### src/rtl/fwd_scoreboard_pkg.sv
// Shared defaults and flat-bus slicing helper for the forwarding scoreboard.
package fwd_scoreboard_pkg;
  localparam int DEF_NREG = 32;
  localparam int DEF_AW   = 5;
  localparam int DEF_DW   = 32;
  localparam int DEF_NRD  = 2;
  localparam int DEF_NST  = 3;
  localparam int DEF_CW   = 2;

  // Low bit of lane `lane` in a flat bus of `width`-bit lanes.
  function automatic int lane_lo(input int lane, input int width);
    return lane * width;
  endfunction
endpackage

### src/rtl/fwd_scoreboard_if.sv
// ID / pipeline-stage / WB bundle between the in-order pipeline and the scoreboard.
interface fwd_scoreboard_if #(
  parameter int AW  = 5,
  parameter int DW  = 32,
  parameter int NRD = 2,
  parameter int NST = 3
);
  logic [NRD*AW-1:0] rd_addr;
  logic [NRD*DW-1:0] rd_data;
  logic              rd_stall;
  logic              id_issue;
  logic              id_we;
  logic [AW-1:0]     id_waddr;
  logic [NST-1:0]    st_valid;
  logic [NST-1:0]    st_we;
  logic [NST*AW-1:0] st_waddr;
  logic [NST-1:0]    st_data_ok;
  logic [NST*DW-1:0] st_wdata;
  logic              wb_valid;
  logic              wb_we;
  logic [AW-1:0]     wb_waddr;
  logic [DW-1:0]     wb_wdata;
  logic              flush;
  logic              pend_any;

  modport master (
    output rd_addr, id_issue, id_we, id_waddr,
    output st_valid, st_we, st_waddr, st_data_ok, st_wdata,
    output wb_valid, wb_we, wb_waddr, wb_wdata, flush,
    input  rd_data, rd_stall, pend_any
  );

  modport slave (
    input  rd_addr, id_issue, id_we, id_waddr,
    input  st_valid, st_we, st_waddr, st_data_ok, st_wdata,
    input  wb_valid, wb_we, wb_waddr, wb_wdata, flush,
    output rd_data, rd_stall, pend_any
  );
endinterface

### src/rtl/fwd_sb_regfile.sv
// Architectural register file: NRD combinational read ports, one write port, r0 reads zero.
module fwd_sb_regfile
  import fwd_scoreboard_pkg::*;
#(
  parameter int NREG = DEF_NREG,
  parameter int AW   = DEF_AW,
  parameter int DW   = DEF_DW,
  parameter int NRD  = DEF_NRD
) (
  input  logic              clk,
  input  logic              resetn,
  input  logic              we,
  input  logic [AW-1:0]     waddr,
  input  logic [DW-1:0]     wdata,
  input  logic [NRD*AW-1:0] raddr,
  output logic [NRD*DW-1:0] rdata
);
  logic [DW-1:0] mem_q [NREG];
  logic [DW-1:0] mem_d [NREG];

  always_comb begin
    for (int r = 0; r < NREG; r++) begin
      mem_d[r] = mem_q[r];
    end
    if (we && (waddr != '0)) begin
      mem_d[waddr] = wdata;
    end
  end

  always_ff @(posedge clk or negedge resetn) begin
    if (!resetn) begin
      for (int r = 0; r < NREG; r++) begin
        mem_q[r] <= '0;
      end
    end else begin
      for (int r = 0; r < NREG; r++) begin
        mem_q[r] <= mem_d[r];
      end
    end
  end

  for (genvar gi = 0; gi < NRD; gi++) begin : g_rd
    logic [AW-1:0] a;
    assign a = raddr[lane_lo(gi, AW) +: AW];
    assign rdata[lane_lo(gi, DW) +: DW] = (a == '0) ? '0 : mem_q[a];
  end
endmodule

### src/rtl/fwd_scoreboard.sv
// Register file + per-register pending-write counters + NST-stage forwarding mux.
// Supplies ID with forwarded operands and one stall covering hazards and counter overflow.
module fwd_scoreboard
  import fwd_scoreboard_pkg::*;
#(
  parameter int NREG = DEF_NREG,
  parameter int AW   = DEF_AW,
  parameter int DW   = DEF_DW,
  parameter int NRD  = DEF_NRD,
  parameter int NST  = DEF_NST,
  parameter int CW   = DEF_CW
) (
  input logic             clk,
  input logic             resetn,
  fwd_scoreboard_if.slave bus
);
  localparam logic [CW-1:0] CNT_MAX = {CW{1'b1}};

  logic [CW-1:0]     cnt_q [NREG];
  logic [CW-1:0]     cnt_d [NREG];
  logic [NREG-1:0]   cnt_nz;
  logic [NRD*DW-1:0] rf_rdata;
  logic [NRD*DW-1:0] port_data;
  logic [NRD-1:0]    port_stall;
  logic              wb_commit;
  logic              ovf_stall;
  logic              stall_all;
  logic              inc_en;
  logic              same_reg;

  assign wb_commit = bus.wb_valid && bus.wb_we && (bus.wb_waddr != '0);

  fwd_sb_regfile #(
    .NREG(NREG), .AW(AW), .DW(DW), .NRD(NRD)
  ) u_rf (
    .clk   (clk),
    .resetn(resetn),
    .we    (wb_commit),
    .waddr (bus.wb_waddr),
    .wdata (bus.wb_wdata),
    .raddr (bus.rd_addr),
    .rdata (rf_rdata)
  );

  for (genvar gi = 0; gi < NRD; gi++) begin : g_port
    logic [AW-1:0] addr;
    logic          st_hit;
    logic          st_ok;
    logic [DW-1:0] st_val;
    logic          p_stall;
    logic [DW-1:0] p_data;

    assign addr = bus.rd_addr[lane_lo(gi, AW) +: AW];

    // Scan oldest to youngest so the youngest matching stage wins.
    always_comb begin
      st_hit = 1'b0;
      st_ok  = 1'b0;
      st_val = '0;
      for (int i = NST - 1; i >= 0; i--) begin
        if (bus.st_valid[i] && bus.st_we[i] &&
            (bus.st_waddr[lane_lo(i, AW) +: AW] == addr)) begin
          st_hit = 1'b1;
          st_ok  = bus.st_data_ok[i];
          st_val = bus.st_wdata[lane_lo(i, DW) +: DW];
        end
      end
    end

    // A non-zero counter with no visible writer means the producer sits in an unexposed stage.
    always_comb begin
      p_stall = 1'b0;
      p_data  = '0;
      if (addr != '0) begin
        if (st_hit) begin
          p_stall = !st_ok;
          p_data  = st_val;
        end else if (wb_commit && (bus.wb_waddr == addr)) begin
          p_data = bus.wb_wdata;
        end else if (cnt_q[addr] != '0) begin
          p_stall = 1'b1;
        end else begin
          p_data = rf_rdata[lane_lo(gi, DW) +: DW];
        end
      end
    end

    assign port_stall[gi]                 = p_stall;
    assign port_data[lane_lo(gi, DW) +: DW] = p_data;
  end

  assign same_reg  = wb_commit && (bus.wb_waddr == bus.id_waddr);
  assign ovf_stall = bus.id_we && (bus.id_waddr != '0) &&
                     (cnt_q[bus.id_waddr] == CNT_MAX) && !same_reg;
  assign stall_all = (|port_stall) || ovf_stall;
  assign inc_en    = bus.id_issue && !stall_all && bus.id_we &&
                     (bus.id_waddr != '0) && !bus.flush;

  always_comb begin
    for (int r = 0; r < NREG; r++) begin
      cnt_d[r] = cnt_q[r];
    end
    if (bus.flush) begin
      for (int r = 0; r < NREG; r++) begin
        cnt_d[r] = '0;
      end
    end else if (!(inc_en && same_reg)) begin
      if (inc_en) begin
        cnt_d[bus.id_waddr] = cnt_q[bus.id_waddr] + CW'(1);
      end
      if (wb_commit && (cnt_q[bus.wb_waddr] != '0)) begin
        cnt_d[bus.wb_waddr] = cnt_q[bus.wb_waddr] - CW'(1);
      end
    end
  end

  always_ff @(posedge clk or negedge resetn) begin
    if (!resetn) begin
      for (int r = 0; r < NREG; r++) begin
        cnt_q[r] <= '0;
      end
    end else begin
      for (int r = 0; r < NREG; r++) begin
        cnt_q[r] <= cnt_d[r];
      end
    end
  end

  always_ff @(posedge clk) begin
    if (resetn && wb_commit) begin
      assert (cnt_q[bus.wb_waddr] != '0)
        else $error("fwd_scoreboard: WB to r%0d with no pending write", bus.wb_waddr);
    end
  end

  for (genvar gi = 0; gi < NREG; gi++) begin : g_nz
    assign cnt_nz[gi] = |cnt_q[gi];
  end

  assign bus.rd_data  = port_data;
  assign bus.rd_stall = stall_all;
  assign bus.pend_any = |cnt_nz;
endmodule

### src/flat_wrapper.sv
// flat-port wrapper written by rule: the top's interface ports become plain ports
module fwd_scoreboard_flat import fwd_scoreboard_pkg::*;
#(
  parameter int NREG = DEF_NREG,
  parameter int AW   = DEF_AW,
  parameter int DW   = DEF_DW,
  parameter int NRD  = DEF_NRD,
  parameter int NST  = DEF_NST,
  parameter int CW   = DEF_CW
)
  (clk, resetn, bus_rd_addr, bus_id_issue, bus_id_we, bus_id_waddr, bus_st_valid, bus_st_we, bus_st_waddr, bus_st_data_ok, bus_st_wdata, bus_wb_valid, bus_wb_we, bus_wb_waddr, bus_wb_wdata, bus_flush, bus_rd_data, bus_rd_stall, bus_pend_any);
  fwd_scoreboard_if #(.AW(AW), .DW(DW), .NRD(NRD), .NST(NST)) bus_i ();
  input logic clk;
  input logic resetn;
  input wire logic [$bits(bus_i.rd_addr)-1:0] bus_rd_addr;
  input wire logic [$bits(bus_i.id_issue)-1:0] bus_id_issue;
  input wire logic [$bits(bus_i.id_we)-1:0] bus_id_we;
  input wire logic [$bits(bus_i.id_waddr)-1:0] bus_id_waddr;
  input wire logic [$bits(bus_i.st_valid)-1:0] bus_st_valid;
  input wire logic [$bits(bus_i.st_we)-1:0] bus_st_we;
  input wire logic [$bits(bus_i.st_waddr)-1:0] bus_st_waddr;
  input wire logic [$bits(bus_i.st_data_ok)-1:0] bus_st_data_ok;
  input wire logic [$bits(bus_i.st_wdata)-1:0] bus_st_wdata;
  input wire logic [$bits(bus_i.wb_valid)-1:0] bus_wb_valid;
  input wire logic [$bits(bus_i.wb_we)-1:0] bus_wb_we;
  input wire logic [$bits(bus_i.wb_waddr)-1:0] bus_wb_waddr;
  input wire logic [$bits(bus_i.wb_wdata)-1:0] bus_wb_wdata;
  input wire logic [$bits(bus_i.flush)-1:0] bus_flush;
  output wire logic [$bits(bus_i.rd_data)-1:0] bus_rd_data;
  output wire logic [$bits(bus_i.rd_stall)-1:0] bus_rd_stall;
  output wire logic [$bits(bus_i.pend_any)-1:0] bus_pend_any;
  assign bus_i.rd_addr = bus_rd_addr;
  assign bus_i.id_issue = bus_id_issue;
  assign bus_i.id_we = bus_id_we;
  assign bus_i.id_waddr = bus_id_waddr;
  assign bus_i.st_valid = bus_st_valid;
  assign bus_i.st_we = bus_st_we;
  assign bus_i.st_waddr = bus_st_waddr;
  assign bus_i.st_data_ok = bus_st_data_ok;
  assign bus_i.st_wdata = bus_st_wdata;
  assign bus_i.wb_valid = bus_wb_valid;
  assign bus_i.wb_we = bus_wb_we;
  assign bus_i.wb_waddr = bus_wb_waddr;
  assign bus_i.wb_wdata = bus_wb_wdata;
  assign bus_i.flush = bus_flush;
  assign bus_rd_data = bus_i.rd_data;
  assign bus_rd_stall = bus_i.rd_stall;
  assign bus_pend_any = bus_i.pend_any;
  fwd_scoreboard #(.NREG(NREG), .AW(AW), .DW(DW), .NRD(NRD), .NST(NST), .CW(CW)) u_core (.clk(clk), .resetn(resetn), .bus(bus_i));
endmodule
### config.mk
export PLATFORM = sky130hd
export DESIGN_NAME = fwd_scoreboard_flat
export DESIGN_NICKNAME = d
export VERILOG_FILES = /design/src/rtl/fwd_scoreboard_pkg.sv /design/src/rtl/fwd_scoreboard_if.sv /design/src/rtl/fwd_sb_regfile.sv /design/src/rtl/fwd_scoreboard.sv /design/src/flat_wrapper.sv
export SDC_FILE = /design/constraint.sdc
export NUM_CORES = 2
export LEC_CHECK = 0
export CORE_MARGIN = 1.5
export CORE_UTILIZATION = 60
export CTS_CLUSTER_DIAMETER = 150
export DETAILED_ROUTE_END_ITERATION = 8
export PLACE_DENSITY_LB_ADDON = 0.05
export SLEW_MARGIN = 20
export SYNTH_ARGS = -nofsm -noshare
export SYNTH_HDL_FRONTEND = slang
export SYNTH_SLANG_ARGS = --single-unit
### constraint.sdc
create_clock -name clk -period 9.1 [get_ports clk]
set_clock_uncertainty 0.05 [all_clocks]
set_input_delay 1.82 -clock clk [delete_from_list [all_inputs] [get_ports clk]]
set_output_delay 1.82 -clock clk [all_outputs]
set_load 0.05 [all_outputs]
* After elaboration in Yosys (flattened, before gate mapping)
Cells that the tools add are included.
** Storage, ports and cells
- Register bits :: 1088
- Output and inout bits :: 66
- Logic and storage cells :: 199
** Operators by class
- Add/subtract/negate cells :: 2
- Magnitude comparators :: 6
- Eq/ne operators :: 11
- Muxes and demuxes :: 69
- Bitwise operators :: 4
- Reduce and logical (&&, ||, !) cells :: 43
** Operators by type and width (count)
- bitwise mux 1024 bit :: 1
- two-way mux 32 bit :: 21
- two-way mux 64 bit :: 6
- binary-select mux 32 bit (select 5 bit) :: 2
- demux 32 bit (select 5 bit) :: 1
- bitwise mux 64 bit :: 2
- OR reduction 64 bit :: 1
- == test 5 bit :: 9
- binary-select mux 2 bit (select 5 bit) :: 4
- logical AND 1 bit :: 26
- greater-or-equal comparator 6 bit (second input constant) :: 4
- inverter 5 -> 6 bit :: 4
- demux 2 bit (select 5 bit) :: 2
- two-way mux 1 bit :: 20
- two-way mux 2 bit :: 10
- nonzero test 5 bit :: 4
- < comparator 6 x 1 -> 1 bit (second input constant) :: 2
- zero test 5 bit :: 2
- nonzero test 2 bit :: 3
- zero test 1 bit :: 5
- adder 2 x 1 -> 2 bit (second input constant) :: 1
- == test 2 bit (second input constant) :: 1
- != test 2 bit (second input constant) :: 1
- OR reduction 2 bit :: 1
- 2 further kinds :: 2

* Depth between registers and ports, before layout
- Depth after elaboration :: 23
- Mapped depth :: 17

* Cells and area by module
From an unflattened synthesis, not the netlist that was laid out.
** Unflattened totals
- Cells, all modules :: 5022
- Area total of the unflattened synthesis :: 64376.7 um^2
** By module, submodules not included
- fwd_sb_regfile :: times used 1, cells each 3675, area each 54528.5 um^2, seq. area each 25624.6 um^2
- fwd_scoreboard :: times used 1, cells each 1347, area each 9848.2 um^2, seq. area each 1601.5 um^2

* Worst setup path before layout
No wires, ideal clock.
- Kind :: input -> output
- From :: input port bus_rd_addr[1]
- To :: output port bus_rd_data[10]
- Data arrival time :: 6.266 ns
- Data required time :: 7.230 ns
- Path slack :: 0.964 ns
- Stages :: 13
- Path buffers :: 4
- Cells stage by stage :: buf_4 buf_6 nor3_1 a21oi_1 mux4_2 mux2i_1 o211ai_2 or3_1 buf_2 buf_6 nor2_1 a211oi_1 a2111oi_0
** On the way
- Word-level cells in the longest chain between the ends :: 9
- Elaborated cells between the ends (all ways) :: 29
** Ends and longest elaborated chain
- from (decl) :: line flat_wrapper.sv:15 : input wire logic [$bits(bus_i.rd_addr)-1:0] bus_rd_addr;
- inverter 5 -> 6 bit (not written as such) :: line fwd_sb_regfile.sv:45, fwd_scoreboard.sv:80
- binary-select mux 32 bit (select 5 bit) or binary-select mux 2 bit (select 5 bit) (tied branches) :: line fwd_sb_regfile.sv:45, fwd_scoreboard.sv:80
- two-way mux 32 bit (not written as such) or two-way mux 2 bit (tied branches) (2 in a row) :: line fwd_sb_regfile.sv:45, fwd_scoreboard.sv:80
- two-way mux 32 bit or nonzero test 2 bit (tied branches) :: line fwd_sb_regfile.sv:45, fwd_scoreboard.sv:80
- two-way mux 32 bit :: line fwd_scoreboard.sv:80 : end else if (cnt_q[addr] != '0) begin
- two-way mux 32 bit :: line fwd_scoreboard.sv:78 : end else if (wb_commit && (bus.wb_waddr == addr)) begin
- two-way mux 32 bit :: line fwd_scoreboard.sv:75 : if (st_hit) begin
- two-way mux 32 bit (*) :: line fwd_scoreboard.sv:74 : if (addr != '0) begin
- to (decl) :: line flat_wrapper.sv:29 : output wire logic [$bits(bus_i.rd_data)-1:0] bus_rd_data;
Mark *: on every way between the ends. The rest lies on a longest branch, timed or not. The select of a mux whose other input is x is not followed.

* Worst setup path in the final report
- From :: input port bus_rd_addr[0]
- To :: output port bus_rd_data[29]
The elaborated chain is that of the path after synthesis.

==> impl_metrics.json <==
{
  "ys_top_cells_by_area": "dfrtp_1 (43%), mux4_2 (25%), mux2_2 (17%), clkbuf_1 (2.1%), nand2_1 (1.3%)",
  "cts_resized": 0,
  "synth_commonest_cells": "dfrtp_1 (1088), mux2_2 (962), mux4_2 (686), clkbuf_1 (348), nand2_1 (221)",
  "worstSkewPairLatency_ns": 0.73,
  "cts-root-buf": "clkbuf_16",
  "synth_ff_type": "dfrtp_1",
  "setup-tns-final_ns": 0,
  "synth_most_common_cell": "dfrtp_1",
  "ys_seq_area_frac": 0.432,
  "slowest_stage": "or3_2",
  "startpoint": "bus_rd_addr[0]",
  "fin_crit_ns": 8.32,
  "startpoint_type": "input pin",
  "postSynth.asyncResetShare": 1.00,
  "crit_family": "buffers and inverters",
  "path_cells": "buf_8 -> clkinv_1 -> mux4_2 -> mux2i_1 -> o211ai_2 -> or3_2 -> nor2_1 -> a211oi_1 -> a2111oi_0 -> clkdlybuf4s50_1",
  "worst-slew-pin-transition_ns": 1.18,
  "yosysTopAreaCellShare": 0.432,
  "status": "completed",
  "hold_buffers": 0,
  "crit_buf_inv": 3,
  "drv_cap": 0,
  "area_growth_pct": 11.9,
  "dieArea_sq_mm": 0.107,
  "core_region_area_sq_mm": 0.104,
  "drive_above_1_share": 0.460,
  "stdcell_area_sq_mm": 0.0704,
  "clkSlewWorstSetupHoldPaths_ns": 0.06,
  "synth_edf_count": 0,
  "final-setup-viol-count": 0,
  "place_area_sq_mm": 0.0664,
  "critPathCaptureType": "output port",
  "die_w_um": 327,
  "cpPeakStageDelay_ns": 0.93,
  "synth-seq-cells": 1088,
  "synth_largest_area_cell": "dfrtp_1",
  "htreeDepth": 3,
  "yosysWarnings": 0,
  "drt-vias-per-instance": 7.39,
  "gp_congestion": 0.964,
  "synth.cell_area_sq_mm": 0.0630,
  "p_total_mw": 13.4,
  "critical_path_required_ns": 7.23,
  "drcViolationCount": 0,
  "clockBufferDepth": 3,
  "r2r-end": "u_core.cnt_q[42]$_DFFE_PN0P_",
  "drtIter0Drc": 4983,
  "finalNetCount": 4613,
  "ant_nets": 0,
  "rrSetupSlack_ns": 4.54,
  "crit_fanout": 51,
  "vdd_drop_max_mv": 0.198,
  "grt_overflow": 0,
  "critPathArrivalTime_ns": 6.45,
  "floorplan.rows": 118,
  "num_vias": 43700,
  "yosysUniqueCellTypes": 90,
  "path_depth": 10,
  "cts_setup_buffers": 0,
  "relSlewSlack": 0.210,
  "p_per_area_mw_per_mm2": 191,
  "wl_um": 202000,
  "syn-instance-count": 4475,
  "clock_sinks": 1088,
  "hold_viol": 0,
  "synth_fp_nets": 4656,
  "grt_pass1_vias": 43700,
  "dp.final_hpwl_um": 111000,
  "dieHeight_um": 327,
  "r2r_cells": 10,
  "rsz0062_at_grt": "false",
  "stdcell_count": 5916,
  "drt_first_pass_iters": 7,
  "cts_tree": "yes",
  "cts-buffers-inserted": 117,
  "period_share": 0.914,
  "initial_core_util": 0.607,
  "leakagePower_nw": 30.7,
  "pin_count": 245,
  "io_buffers": 244,
  "r2r_start": "u_core.cnt_q[0]$_DFFE_PN0P_",
  "grt_max_degree": 167,
  "antenna_found_initial": 3,
  "slew_viol_final": 0,
  "grtUsageTotal": 0.382,
  "max_freq_mhz": 120,
  "endpoint": "bus_rd_data[29]",
  "syn_avg_cell_area_sq_um": 14.1,
  "hold_class": "reg2reg",
  "wire_per_inst_um": 34.1,
  "dpl.cell_count": 5692,
  "grt_pass1_wl_um": 298000,
  "worstSetupPathType": "in2out",
  "final_util": 0.679
}
[power breakdown]
part           switching (mW)  internal [mW]  total, mW  leakage [nW]
sequential              0.413           5.42       5.83          14.5
combinational            1.21           1.43       2.64          14.2
clock                    2.06           2.89       4.95          1.97
[stage by stage]
stage | worst slack [ns] | hold slack (ns)
after floorplan | 0.964 | 0.391
after global placement | 0.788 | 0.326
after detailed placement | 0.809 | 0.334
after CTS | 0.773 | 0.347
after global routing | 0.503 | 0.357
final | 0.784 | 0.345
[how the worst min path moves through the flow]
| stage | startpoint | to | slack [ns] | depth (start not counted) |
|---|---|---|---|---|
| global route | u_core.u_rf.mem_q[1000]$_DFFE_PN0P_ | u_core.u_rf.mem_q[1000]$_DFFE_PN0P_ | 0.36 | 0 |
| global placement | u_core.u_rf.mem_q[995]$_DFFE_PN0P_ | u_core.u_rf.mem_q[995]$_DFFE_PN0P_ | 0.33 | 0 |
| finish | u_core.u_rf.mem_q[1000]$_DFFE_PN0P_ | u_core.u_rf.mem_q[1000]$_DFFE_PN0P_ | 0.34 | 0 |
| detailed placement | u_core.u_rf.mem_q[1018]$_DFFE_PN0P_ | u_core.u_rf.mem_q[1018]$_DFFE_PN0P_ | 0.33 | 0 |
| CTS | u_core.u_rf.mem_q[1005]$_DFFE_PN0P_ | u_core.u_rf.mem_q[1005]$_DFFE_PN0P_ | 0.35 | 0 |
| floorplan | u_core.u_rf.mem_q[1000]$_DFFE_PN0P_ | u_core.u_rf.mem_q[1000]$_DFFE_PN0P_ | 0.39 | 1 |
[cells in the final DEF, fill, tap and decap left out, types with 8 or more instances in the layout]
cell type,synthesis,routed
clkinv_2,0,27
clkbuf_16,0,117
a211oi_1,66,66
bufinv_16,0,10
a21oi_1,81,81
nor3_1,42,41
nand2_4,0,23
nor2_1,210,201
xnor2_1,26,26
buf_2,85,10
a2111oi_0,49,48
nor2_4,1,10
xor2_1,14,14
mux4_2,686,686
a2111oi_1,14,14
o22ai_1,76,76
inv_1,27,27
mux2_2,962,962
o21ai_1,27,27
buf_12,0,31
clkbuf_8,0,29
nand4_1,16,16
mux2i_1,61,61
or3_1,21,18
nand2_1,221,195
or2_2,8,8
clkdlybuf4s50_1,0,195
nor4_1,13,10
o22a_1,9,9
dfrtp_1,1088,1088
a32oi_1,9,9
nand3_1,38,37
a22oi_1,25,25
clkbuf_1,348,24
buf_4,6,110
a31oi_1,26,26
[per-layer routing]
layer	track usage	vias to the layer above	share of wire
met2	0.567	2597	0.45
met1	0.548	23200	0.40
li1	-	17400	-
met4	0.140	6	0.040
met5	0.00710	-	0.00057
met3	0.103	515	0.11
[worst register-to-register path, cell delays in order (launching register included)]
cell     delay, ns
dfrtp_1       0.47
mux4_2        0.50
a22oi_1       0.31
and4_1        0.26
inv_1         0.07
ha_2          0.17
nor3b_1       0.21
nor4_4        1.08
nand3_1       0.65
o31a_1        0.47
o22a_1        0.20
[sequential cells by signal (all words and copies together), names as in the netlist]
| signal | flops |
|---|---|
| u_core.u_rf.mem_q | 1024 |
| u_core.cnt_q | 64 |
[kinds of logic after synthesis]
logic type,after synthesis,share of synthesized area
compound gates,463,0.0535
xor+xnor,40,0.00557
fa+ha+maj,2,0.000397
buf+inv,545,0.0354
flops,1088,0.432
mux,1711,0.428
simple gates,626,0.0451
[area by class of cell]
type	instances	area [sq um]
fill	7296	33400
multi-input combinational	2842	33800
inverter	30	113
tap	1380	1730
clock buffer	170	3420
sequential	1088	27200
antenna	2	5.00
clock inverter	51	587
timing repair buffer	353	3550
Note: power is estimated with default switching activity, not from simulation.
